## src/rtl/io_intr_if.sv

```systemverilog
// -----------------------------------------------------------------------------
// io_intr_if -- bus bundle for io_intr_unit
//
// Groups the device-side input offer, the device-side output offer and the
// interrupt handshake with the fetch stage.
//
//   in_valid / in_data / in_ready     device input word offer and accept
//   out_valid / out_data / out_ready  device output word offer and accept
//   int_req / int_ack                 interrupt request and acknowledge
//
// Modports:
//   master : the I/O unit side (drives in_ready, out_*, int_req)
//   slave  : the device / fetch side (drives in_valid, in_data, out_ready,
//            int_ack)
// -----------------------------------------------------------------------------
interface io_intr_if #(
    parameter int DATA_W = 16
);
    logic              in_valid;
    logic [DATA_W-1:0] in_data;
    logic              in_ready;

    logic              out_valid;
    logic [DATA_W-1:0] out_data;
    logic              out_ready;

    logic              int_req;
    logic              int_ack;

    modport master (
        input  in_valid, in_data, out_ready, int_ack,
        output in_ready, out_valid, out_data, int_req
    );

    modport slave (
        output in_valid, in_data, out_ready, int_ack,
        input  in_ready, out_valid, out_data, int_req
    );
endinterface

```

## src/rtl/io_intr_unit.sv

```systemverilog
// -----------------------------------------------------------------------------
// io_intr_unit -- I/O flag registers, device word buffers and interrupt control
//
// Holds the input flag FI with its latched word inpr, the output flag FO with
// its output buffer, and the interrupt enable IEN with a small request FSM.
//
// Ports:
//   clk, reset            clock and asynchronous active-high reset
//   rFI, sFO, rFO         flag strobes from the decoder (clear FI, set/clear FO)
//   ION, IOF              interrupt enable set / clear strobes
//   io_in, io_out         IN / OUT instruction strobes
//   acc_data              datapath word sent on OUT
//   inpr                  latched input word, continuously visible
//   FI, FO, IEN           current flag register values
//   bus (master modport)  device input/output handshakes and int_req/int_ack
//
// Build option:
//   IO_INTR_UNIT_INTR_EN  when defined, IEN is writable and the RUN/REQ/SVC
//                         interrupt FSM drives int_req; otherwise int_req is
//                         tied low, IEN is constant 1 and ION/IOF/int_ack are
//                         ignored.
// -----------------------------------------------------------------------------
module io_intr_unit #(
    parameter int DATA_W = 16
) (
    input  logic              clk,
    input  logic              reset,
    input  logic              rFI,
    input  logic              sFO,
    input  logic              rFO,
    input  logic              ION,
    input  logic              IOF,
    input  logic              io_in,
    input  logic              io_out,
    input  logic [DATA_W-1:0] acc_data,
    output logic [DATA_W-1:0] inpr,
    output logic              FI,
    output logic              FO,
    output logic              IEN,
    io_intr_if.master         bus
);

    logic              in_fire;
    logic              out_fire;
    logic              out_load;
    logic              out_valid_r;
    logic [DATA_W-1:0] out_data_r;

    // The input buffer is a single word: it is full exactly when FI is set.
    assign bus.in_ready  = ~FI;
    assign in_fire       = bus.in_valid & ~FI;
    assign out_fire      = out_valid_r & bus.out_ready;
    // An OUT while a word is still pending is dropped so out_data stays stable.
    assign out_load      = io_out & ~out_valid_r;
    assign bus.out_valid = out_valid_r;
    assign bus.out_data  = out_data_r;

    always_ff @(posedge clk or posedge reset) begin
        if (reset) begin
            FI   <= 1'b0;
            inpr <= '0;
        end else if (in_fire) begin
            FI   <= 1'b1;
            inpr <= bus.in_data;
        end else if (rFI) begin
            FI   <= 1'b0;
        end
    end

    always_ff @(posedge clk or posedge reset) begin
        if (reset) begin
            out_valid_r <= 1'b0;
            out_data_r  <= '0;
        end else if (out_fire) begin
            out_valid_r <= 1'b0;
        end else if (out_load) begin
            out_valid_r <= 1'b1;
            out_data_r  <= acc_data;
        end
    end

    // A completed device handshake outranks the decoder strobes, and rFO
    // outranks sFO when both arrive together.
    always_ff @(posedge clk or posedge reset) begin
        if (reset) begin
            FO <= 1'b0;
        end else if (out_fire) begin
            FO <= 1'b1;
        end else if (out_load || rFO) begin
            FO <= 1'b0;
        end else if (sFO) begin
            FO <= 1'b1;
        end
    end

`ifdef IO_INTR_UNIT_INTR_EN
    typedef enum logic [1:0] {
        RUN = 2'd0,
        REQ = 2'd1,
        SVC = 2'd2
    } state_t;

    state_t state;
    state_t state_nxt;
    logic   ien_nxt;

    always_ff @(posedge clk or posedge reset) begin
        if (reset) begin
            state <= RUN;
            IEN   <= 1'b1;
        end else begin
            state <= state_nxt;
            IEN   <= ien_nxt;
        end
    end

    always_comb begin
        state_nxt = state;
        ien_nxt   = IEN;

        if (IOF) begin
            ien_nxt = 1'b0;
        end else if (ION) begin
            ien_nxt = 1'b1;
        end

        case (state)
            RUN: begin
                if (IEN && (FI || FO)) begin
                    state_nxt = REQ;
                end
            end
            REQ: begin
                // Losing IEN withdraws the request; IOF beats a same-cycle ack.
                if (IOF || !IEN) begin
                    state_nxt = RUN;
                end else if (bus.int_ack) begin
                    state_nxt = SVC;
                    ien_nxt   = 1'b0;
                end
            end
            SVC: begin
                if (ION && !IOF) begin
                    state_nxt = RUN;
                end
            end
            default: begin
                state_nxt = RUN;
            end
        endcase
    end

    assign bus.int_req = (state == REQ);

    logic unused_inputs;
    assign unused_inputs = &{1'b0, io_in};
`else
    assign IEN         = 1'b1;
    assign bus.int_req = 1'b0;

    logic unused_inputs;
    assign unused_inputs = &{1'b0, io_in, ION, IOF, bus.int_ack};
`endif

endmodule

```

## src/flat_wrapper.sv

```systemverilog
// flat-port wrapper written by rule: the top's interface ports become plain ports
module io_intr_unit_flat 
#(
    parameter int DATA_W = 16
)
  (clk, reset, rFI, sFO, rFO, ION, IOF, io_in, io_out, acc_data, inpr, FI, FO, IEN, bus_in_valid, bus_in_data, bus_out_ready, bus_int_ack, bus_in_ready, bus_out_valid, bus_out_data, bus_int_req);
  io_intr_if #(.DATA_W(DATA_W)) bus_i ();
  input  logic clk;
  input  logic reset;
  input  logic rFI;
  input  logic sFO;
  input  logic rFO;
  input  logic ION;
  input  logic IOF;
  input  logic io_in;
  input  logic io_out;
  input  logic [DATA_W-1:0] acc_data;
  output logic [DATA_W-1:0] inpr;
  output logic FI;
  output logic FO;
  output logic IEN;
  input wire logic [$bits(bus_i.in_valid)-1:0] bus_in_valid;
  input wire logic [$bits(bus_i.in_data)-1:0] bus_in_data;
  input wire logic [$bits(bus_i.out_ready)-1:0] bus_out_ready;
  input wire logic [$bits(bus_i.int_ack)-1:0] bus_int_ack;
  output wire logic [$bits(bus_i.in_ready)-1:0] bus_in_ready;
  output wire logic [$bits(bus_i.out_valid)-1:0] bus_out_valid;
  output wire logic [$bits(bus_i.out_data)-1:0] bus_out_data;
  output wire logic [$bits(bus_i.int_req)-1:0] bus_int_req;
  assign bus_i.in_valid = bus_in_valid;
  assign bus_i.in_data = bus_in_data;
  assign bus_i.out_ready = bus_out_ready;
  assign bus_i.int_ack = bus_int_ack;
  assign bus_in_ready = bus_i.in_ready;
  assign bus_out_valid = bus_i.out_valid;
  assign bus_out_data = bus_i.out_data;
  assign bus_int_req = bus_i.int_req;
  io_intr_unit #(.DATA_W(DATA_W)) u_core (.clk(clk), .reset(reset), .rFI(rFI), .sFO(sFO), .rFO(rFO), .ION(ION), .IOF(IOF), .io_in(io_in), .io_out(io_out), .acc_data(acc_data), .inpr(inpr), .FI(FI), .FO(FO), .IEN(IEN), .bus(bus_i));
endmodule
```

## config.mk

```make
export PLATFORM = sky130hd
export DESIGN_NAME = io_intr_unit_flat
export DESIGN_NICKNAME = d
export VERILOG_FILES = /design/src/rtl/io_intr_if.sv /design/src/rtl/io_intr_unit.sv /design/src/flat_wrapper.sv
export SDC_FILE = /design/constraint.sdc
export NUM_CORES = 1
export LEC_CHECK = 0
export CAP_MARGIN = 20
export CORE_MARGIN = 2
export CORE_UTILIZATION = 40
export CTS_CLUSTER_DIAMETER = 40
export DETAILED_ROUTE_END_ITERATION = 16
export HOLD_SLACK_MARGIN = 0.02
export PLACE_DENSITY_LB_ADDON = 0.05
export SKIP_CTS_REPAIR_TIMING = 1
export SLEW_MARGIN = 15
export SYNTH_ARGS = -nofsm -noshare
export SYNTH_HDL_FRONTEND = slang
export SYNTH_SLANG_ARGS = --single-unit
```

## constraint.sdc

```tcl
create_clock -name clk -period 2.15 [get_ports clk]
set_input_delay 0.5375 -clock clk [delete_from_list [all_inputs] [get_ports clk]]
set_output_delay 0.5375 -clock clk [all_outputs]
set_load 0.005 [all_outputs]
```

Word-level counts from Yosys, hierarchy flattened
Index checks and enable logic that the tools add are counted.
- bits of input ports: 44
- word-level logic and storage cells: 23
- flip-flop bits (word level): 35
- bitwise logic cells: 6
- mux-type cells: 7
- reductions and logical operators: 5
- operators with widths (kind ; number):
    two-way mux 1 bit ; 7
    nonzero test 2 bit ; 2
    AND 1 bit ; 3
    inverter 1 bit ; 3
    nonzero test 3 bit ; 1
    AND reduction 2 bit ; 1
    logical OR 1 bit ; 1

Logic depth before layout (Yosys ltp)
Gate-level depths: netlist (run 1).
- depth after elaboration: 5
- depth in mapped cells: 4

Least setup slack after synthesis (run 1)
No wires, ideal clock.
- kind: input-to-reg
- start: in bus_in_valid
- end: reg u_core.inpr[1]
- path buffers: 2
- path slack: 762 ps
- stages on the path: 4
- data arrival time: 1263 ps
- setup time: 125 ps
- path through: nor2b_1 buf_6 buf_6 mux2_2
- word-level cells in the longest chain between the ends: 1
- ends and longest elaborated chain (element ; RTL line ; source):
    start, declared ; flat_wrapper.sv:22 ; input wire logic [$bits(bus_i.in_valid)-1:0] bus_in_valid;
    AND 1 bit ; io_intr_unit.sv:51 ; assign in_fire = bus.in_valid & ~FI;
    end signal, assigned ; io_intr_unit.sv:64 ; inpr <= bus.in_data;
    end, declared ; io_intr_unit.sv:36 ; output logic [DATA_W-1:0] inpr,
No other way between the ends.
A chain may end at the register's enable or synchronous reset.

Final worst setup path (run 1)
- start: reg u_core.FI
- end: out bus_in_ready
- word-level cells in the longest chain between the ends: 1
- ends and longest elaborated chain (element ; RTL line ; source):
    start, declared ; io_intr_unit.sv:37 ; output logic FI,
    start signal, assigned ; io_intr_unit.sv:60 ; FI <= 1'b0;
    start signal, assigned ; io_intr_unit.sv:63 ; FI <= 1'b1;
    start signal, assigned ; io_intr_unit.sv:66 ; FI <= 1'b0;
    inverter 1 bit ; io_intr_unit.sv:50 ; assign bus.in_ready = ~FI;
    end, declared ; flat_wrapper.sv:26 ; output wire logic [$bits(bus_i.in_ready)-1:0] bus_in_ready;
No other way between the ends.

==> results of run 1 <==
## metrics by stage
step                      util, %  area, um^2  instances  hold WS (ns)  power (uW)
after floorplan                 -        1410         86         0.483        1150
after global placement       65.0        2180        204         0.466        1550
after detailed placement     65.0        2180        204         0.474        1570
after CTS                    66.6        2240        211         0.495        1920
after global routing         66.6        2240        211         0.510        2010
final                        66.6        2240        211         0.494        1900
## per-layer routing
metal  global-route usage, %  routed length [um]  part of all wire [%]  vias to the layer above
met5                       0                   0                     0                        -
met4                    5.71                  33                   1.2                        0
met3                    5.36                 275                   9.9                        5
met2                    24.3                1320                    48                       47
met1                    18.2                1150                    41                      442
li1                        -                   -                     -                      445
## registers in the layout (all words and copies together) (netlist names)
name                  flops
u_core.FI                 1
u_core.FO                 1
u_core.bus.out_data      16
u_core.bus.out_valid      1
u_core.inpr              16
## area by class of cell
cell class / instances / share of cell area (%)
clock buffers: 6 / 2.29
clock inverters: 1 / 0.223
inverters: 2 / 0.335
multi-input cells: 43 / 20.4
flip-flops and latches: 35 / 39.1
well taps: 46 / 2.57
repair buffers: 78 / 35.1
## report_power, final
| part | switching, uW | total [uW] | internal (uW) |
|---|---|---|---|
| clock network | 195 | 347 | 151 |
| logic | 170 | 656 | 486 |
| registers | 82.5 | 895 | 812 |
| total | 447 | 1900 | 1450 |
## worst max-delay path, delay by kind of cell (launching register included)
family / cells / cell delay (ns)
flops: 1 / 0.40
buf+inv: 2 / 0.60
## placed cells by master, fill, tap and decap left out
cell type	count
a21oi_1	1
buf_12	1
buf_4	2
clkbuf_4	5
clkbuf_8	1
clkdlybuf4s50_1	75
clkinv_2	1
conb_1	2
dfrtp_1	35
inv_1	2
mux2_1	1
mux2_2	21
mux2_4	10
nor2_1	3
nor2b_1	1
nor2b_2	1
nor3_1	1
o21bai_1	1
o22a_1	1
## cells in the mapped netlist
cell type | n | area share (%)
mux2_1 | 1 | 0.80
nor3_1 | 1 | 0.35
o22a_1 | 1 | 0.62
dfrtp_1 | 35 | 62
a21oi_1 | 1 | 0.35
buf_12 | 1 | 1.4
nor2_1 | 3 | 0.80
buf_4 | 2 | 1.1
inv_1 | 2 | 0.53
conb_1 | 2 | 0.53
buf_6 | 3 | 2.4
o21bai_1 | 1 | 0.53
mux2_4 | 10 | 11
nor2b_1 | 1 | 0.44
nor2b_2 | 1 | 0.62
mux2_2 | 21 | 17
## cell families after synthesis
family | after synthesis | synth area share (%)
mux | 32 | 28.2
flops | 35 | 62.1
simple gates | 6 | 2.22
other cells | 2 | 0.533
compound gates | 3 | 1.51
buf+inv | 8 | 5.41
## worst max path at each step
stage / end / from / depth (start not counted) / slack (ns)
6_report: bus_in_ready / u_core.FI / 2 / 0.30
5_1_grt: bus_in_ready / u_core.FI / 2 / 0.21
4_1_cts: bus_in_ready / u_core.FI / 2 / 0.27
3_5_place_dp: u_core.bus.out_data[9] / io_out / 4 / 0.25
3_3_place_gp: u_core.bus.out_data[13] / io_out / 4 / 0.28
2_1_floorplan: u_core.inpr[1] / bus_in_valid / 4 / 0.76
==> impl_metrics.env, run 1 <==
export IMPL_status="finished, final reports clean"
export IMPL_r2r_end="u_core.bus.out_data[9]"
export IMPL_grt_max_degree=36
export IMPL_hold_viol_final=0
export IMPL_port_buffers=75
export IMPL_via_per_inst=4.45
export IMPL_drive_gt1_share_pct=25.5
export IMPL_cp_data_arrival_time_ns=1.31
export IMPL_clock_latency_ns=0.32
export IMPL_slowest_stage="clkdlybuf4s50_1"
export IMPL_crit_path_end_kind="output port"
export IMPL_area_growth_pct=58.9
export IMPL_path_cells="inv_1, clkdlybuf4s50_1"
export IMPL_multi_input_area_um2=458
export IMPL_dpl_hpwl_um=2110
export IMPL_cts_tree="done"
export IMPL_fin_skew_ns=0.00250
export IMPL_critical_path_required_ns=1.61
export IMPL_track_usage_pct=15.0
export IMPL_cts_root_buf="clkbuf_4"
export IMPL_nets=209
export IMPL_cp_slowest_stage_delay_ns=0.51
export IMPL_rows=21
export IMPL_cts_num_sinks=35
export IMPL_die_area_mm2=0.00402
export IMPL_gp_congestion=0.705
export IMPL_fillers=275
export IMPL_initial_utilization_pct=41.9
export IMPL_clk_pin_slew_ns=0.09
export IMPL_rsz0062_at_grt="no"
export IMPL_finalCritPeriodShare_pct=86.1
export IMPL_fin_setup_tns_ns=0
export IMPL_reg2reg_from="u_core.bus.out_valid"
export IMPL_seq_area_frac_synth_pct=62.1
export IMPL_htreeDepth=2
export IMPL_synth_seq_cells=35
export IMPL_n_antenna_cell=0
export IMPL_die_w_um=63.4
export IMPL_holdPathStages=1
export IMPL_firstDrtPassIters=4
export IMPL_dr_first_iter_drc_count=15
export IMPL_die_height_um=63.4
export IMPL_critPathKind="reg -> out"
export IMPL_vdd_ir_drop_max_uv=431
export IMPL_grt_pass1_wl_um=4600
export IMPL_power_per_cell_area_mw_per_mm2=846
export IMPL_setup_viol_count_final=0
export IMPL_worstHoldStart="u_core.inpr[0]"
export IMPL_worst_r2r_setup_slack_ns=0.92
export IMPL_syn_area_per_cell_um2=16.4
export IMPL_grt_overflow=0
export IMPL_cp_max_fo=3
export IMPL_dp_worst_setup_slack_ns=0.250
export IMPL_io_pins=82
export IMPL_yosys_warnings=0
export IMPL_min_to="u_core.inpr[0]"
export IMPL_period_needed_ns=1.85
export IMPL_ys_types=16
export IMPL_antenna_left=0
export IMPL_vias=939
export IMPL_finalMaxSlewViolations=0
export IMPL_core_mm2=0.00336
export IMPL_hp_class="reg -> reg"
export IMPL_synth_nets=130
export IMPL_grt_pass1_vias=939
export IMPL_leakagePower_uw=0.000948
export IMPL_syn_inst=86
export IMPL_setup_ws_ns=0.298
export IMPL_clock_path_buffers=2
export IMPL_r2r_cells=3
export IMPL_cp_start_kind="flip-flop"
export IMPL_routedWlPerCell_um=13.2
export IMPL_route_detailed_drc=0
export IMPL_fmax_mhz=540
export IMPL_finalWirelength_um=2780
export IMPL_regArea_um2=876
export IMPL_cap_violations=0
export IMPL_numCtsBuffers=5
export IMPL_netlist_area_mm2=0.00141
export IMPL_grt_antenna_before_repair=0
(Power assumes the default switching activity.)
==> inputs of run 2 (changes only) <==
--- a/config.mk
+++ b/config.mk
@@ -7,7 +7,7 @@
 export LEC_CHECK = 0
 export CAP_MARGIN = 20
 export CORE_MARGIN = 2
-export CORE_UTILIZATION = 40
+export CORE_UTILIZATION = 30
 export CTS_CLUSTER_DIAMETER = 40
 export DETAILED_ROUTE_END_ITERATION = 16
 export HOLD_SLACK_MARGIN = 0.02
==> impl_metrics.env, run 2 (synthesis gave the netlist of run 1 again) <==
export IMPL_fin_setup_tns_ns=0
export IMPL_path_buf_inv=1
export IMPL_layout_common_cells="clkdlybuf4s50_1 (75), dfrtp_1 (35), mux2_2 (21)"
export IMPL_grt_pass1_wl_um=4750
export IMPL_firstDrtPassIters=4
export IMPL_drive_gt1_share_pct=25.7
export IMPL_grt_antenna_before_repair=0
export IMPL_hp_class="reg -> reg"
export IMPL_grt_pass1_vias=1029
export IMPL_fillers=387
export IMPL_power_per_cell_area_mw_per_mm2=896
export IMPL_final_util_pct=51.7
export IMPL_initial_utilization_pct=31.7
export IMPL_rows=24
export IMPL_hold_worst_slack_ns=0.494
export IMPL_nets=210
export IMPL_track_usage_pct=11.8
export IMPL_cp_slowest_stage_delay_ns=0.54
export IMPL_core_mm2=0.00444
export IMPL_routedWlPerCell_um=13.3
export IMPL_via_per_inst=4.49
export IMPL_leakagePower_uw=0.000970
export IMPL_critical_path_required_ns=1.61
export IMPL_multi_input_area_um2=458
export IMPL_dpl_hpwl_um=2130
export IMPL_route_detailed_drc=0
export IMPL_crit_path_end_kind="output port"
export IMPL_dpl_instance_area_mm2=0.00220
export IMPL_crit_family="buffers and inverters"
export IMPL_antenna_left=0
export IMPL_slowest_stage="clkdlybuf4s50_1"
export IMPL_cp_max_fo=5
export IMPL_rsz0062_at_grt="no"
export IMPL_clock_path_buffers=2
export IMPL_vias=984
export IMPL_cap_violations=0
export IMPL_vdd_ir_drop_max_uv=374
export IMPL_period_needed_ns=1.78
export IMPL_critPathKind="reg -> out"
export IMPL_grt_max_degree=36
export IMPL_cp_start_kind="flip-flop"
export IMPL_dr_first_iter_drc_count=29
export IMPL_area_growth_pct=63.1
export IMPL_port_buffers=75
export IMPL_setup_viol_count_final=0
export IMPL_layout_commonest_cell="clkdlybuf4s50_1"
export IMPL_finalCritPeriodShare_pct=82.9
export IMPL_clock_latency_ns=0.28
export IMPL_design_area_mm2=0.00230
export IMPL_die_height_um=72.6
export IMPL_die_area_mm2=0.00526
export IMPL_io_pins=82
export IMPL_cts_num_sinks=35
export IMPL_finalWirelength_um=2900
export IMPL_grt_overflow=0
export IMPL_cp_data_arrival_time_ns=1.25
export IMPL_path_cells="clkdlybuf4s50_1"
export IMPL_status="finished, final reports clean"
export IMPL_die_w_um=72.6
export IMPL_htreeDepth=2
export IMPL_finalMaxSlewViolations=0
export IMPL_numCtsBuffers=5
export IMPL_fin_skew_ns=0.00261
export IMPL_regArea_um2=876
export IMPL_cts_root_buf="clkbuf_8"
export IMPL_cts_tree="done"
export IMPL_gp_congestion=0.687
export IMPL_hold_viol_final=0
export IMPL_fmax_mhz=561
export IMPL_clk_pin_slew_ns=0.07
export IMPL_n_antenna_cell=0
## run 2: layer usage
metal | wire length [um] | track usage [%]
met1 | 1190 | 13.2
met2 | 1400 | 19.9
met3 | 273 | 5.14
met4 | 42 | 4.32
met5 | 0 | 0
## run 2: metrics by stage
stage                     worst slack [ns]  cells  total power, uW
after floorplan                      0.762     86             1150
after global placement               0.266    211             1560
after detailed placement             0.254    211             1570
after CTS                            0.355    219             2100
after global routing                 0.300    219             2180
final                                0.367    219             2060
## run 2: final cells by class
type	count	share of cell area (%)
Sequential cell	35	38.1
Timing Repair Buffer	79	34.5
Clock buffer	8	4.35
Tap cell	52	2.83
Multi-Input combinational cell	43	19.9
Inverter	2	0.326
## run 2: worst paths after layout
| kind | depth (start not counted) | from | endpoint | slack (ns) |
|---|---|---|---|---|
| min in group asynchronous | 3 | reset | u_core.bus.out_data[7] | 0.66 |
| max in group asynchronous | 3 | reset | u_core.bus.out_data[5] | 1.18 |
| worst min register to register | 1 | u_core.inpr[0] | u_core.inpr[0] | 0.49 |
| worst max-delay path | 1 | u_core.bus.out_valid | bus_out_valid | 0.37 |
| worst min-delay path | 1 | u_core.inpr[0] | u_core.inpr[0] | 0.49 |
| worst max register to register | 3 | u_core.bus.out_valid | u_core.bus.out_data[11] | 0.90 |
## run 2: report_power, final
group	internal (uW)	switching, uW	total [uW]
sequential	814	81.8	895
combinational	488	168	656
clock	292	217	509
total	1590	467	2060
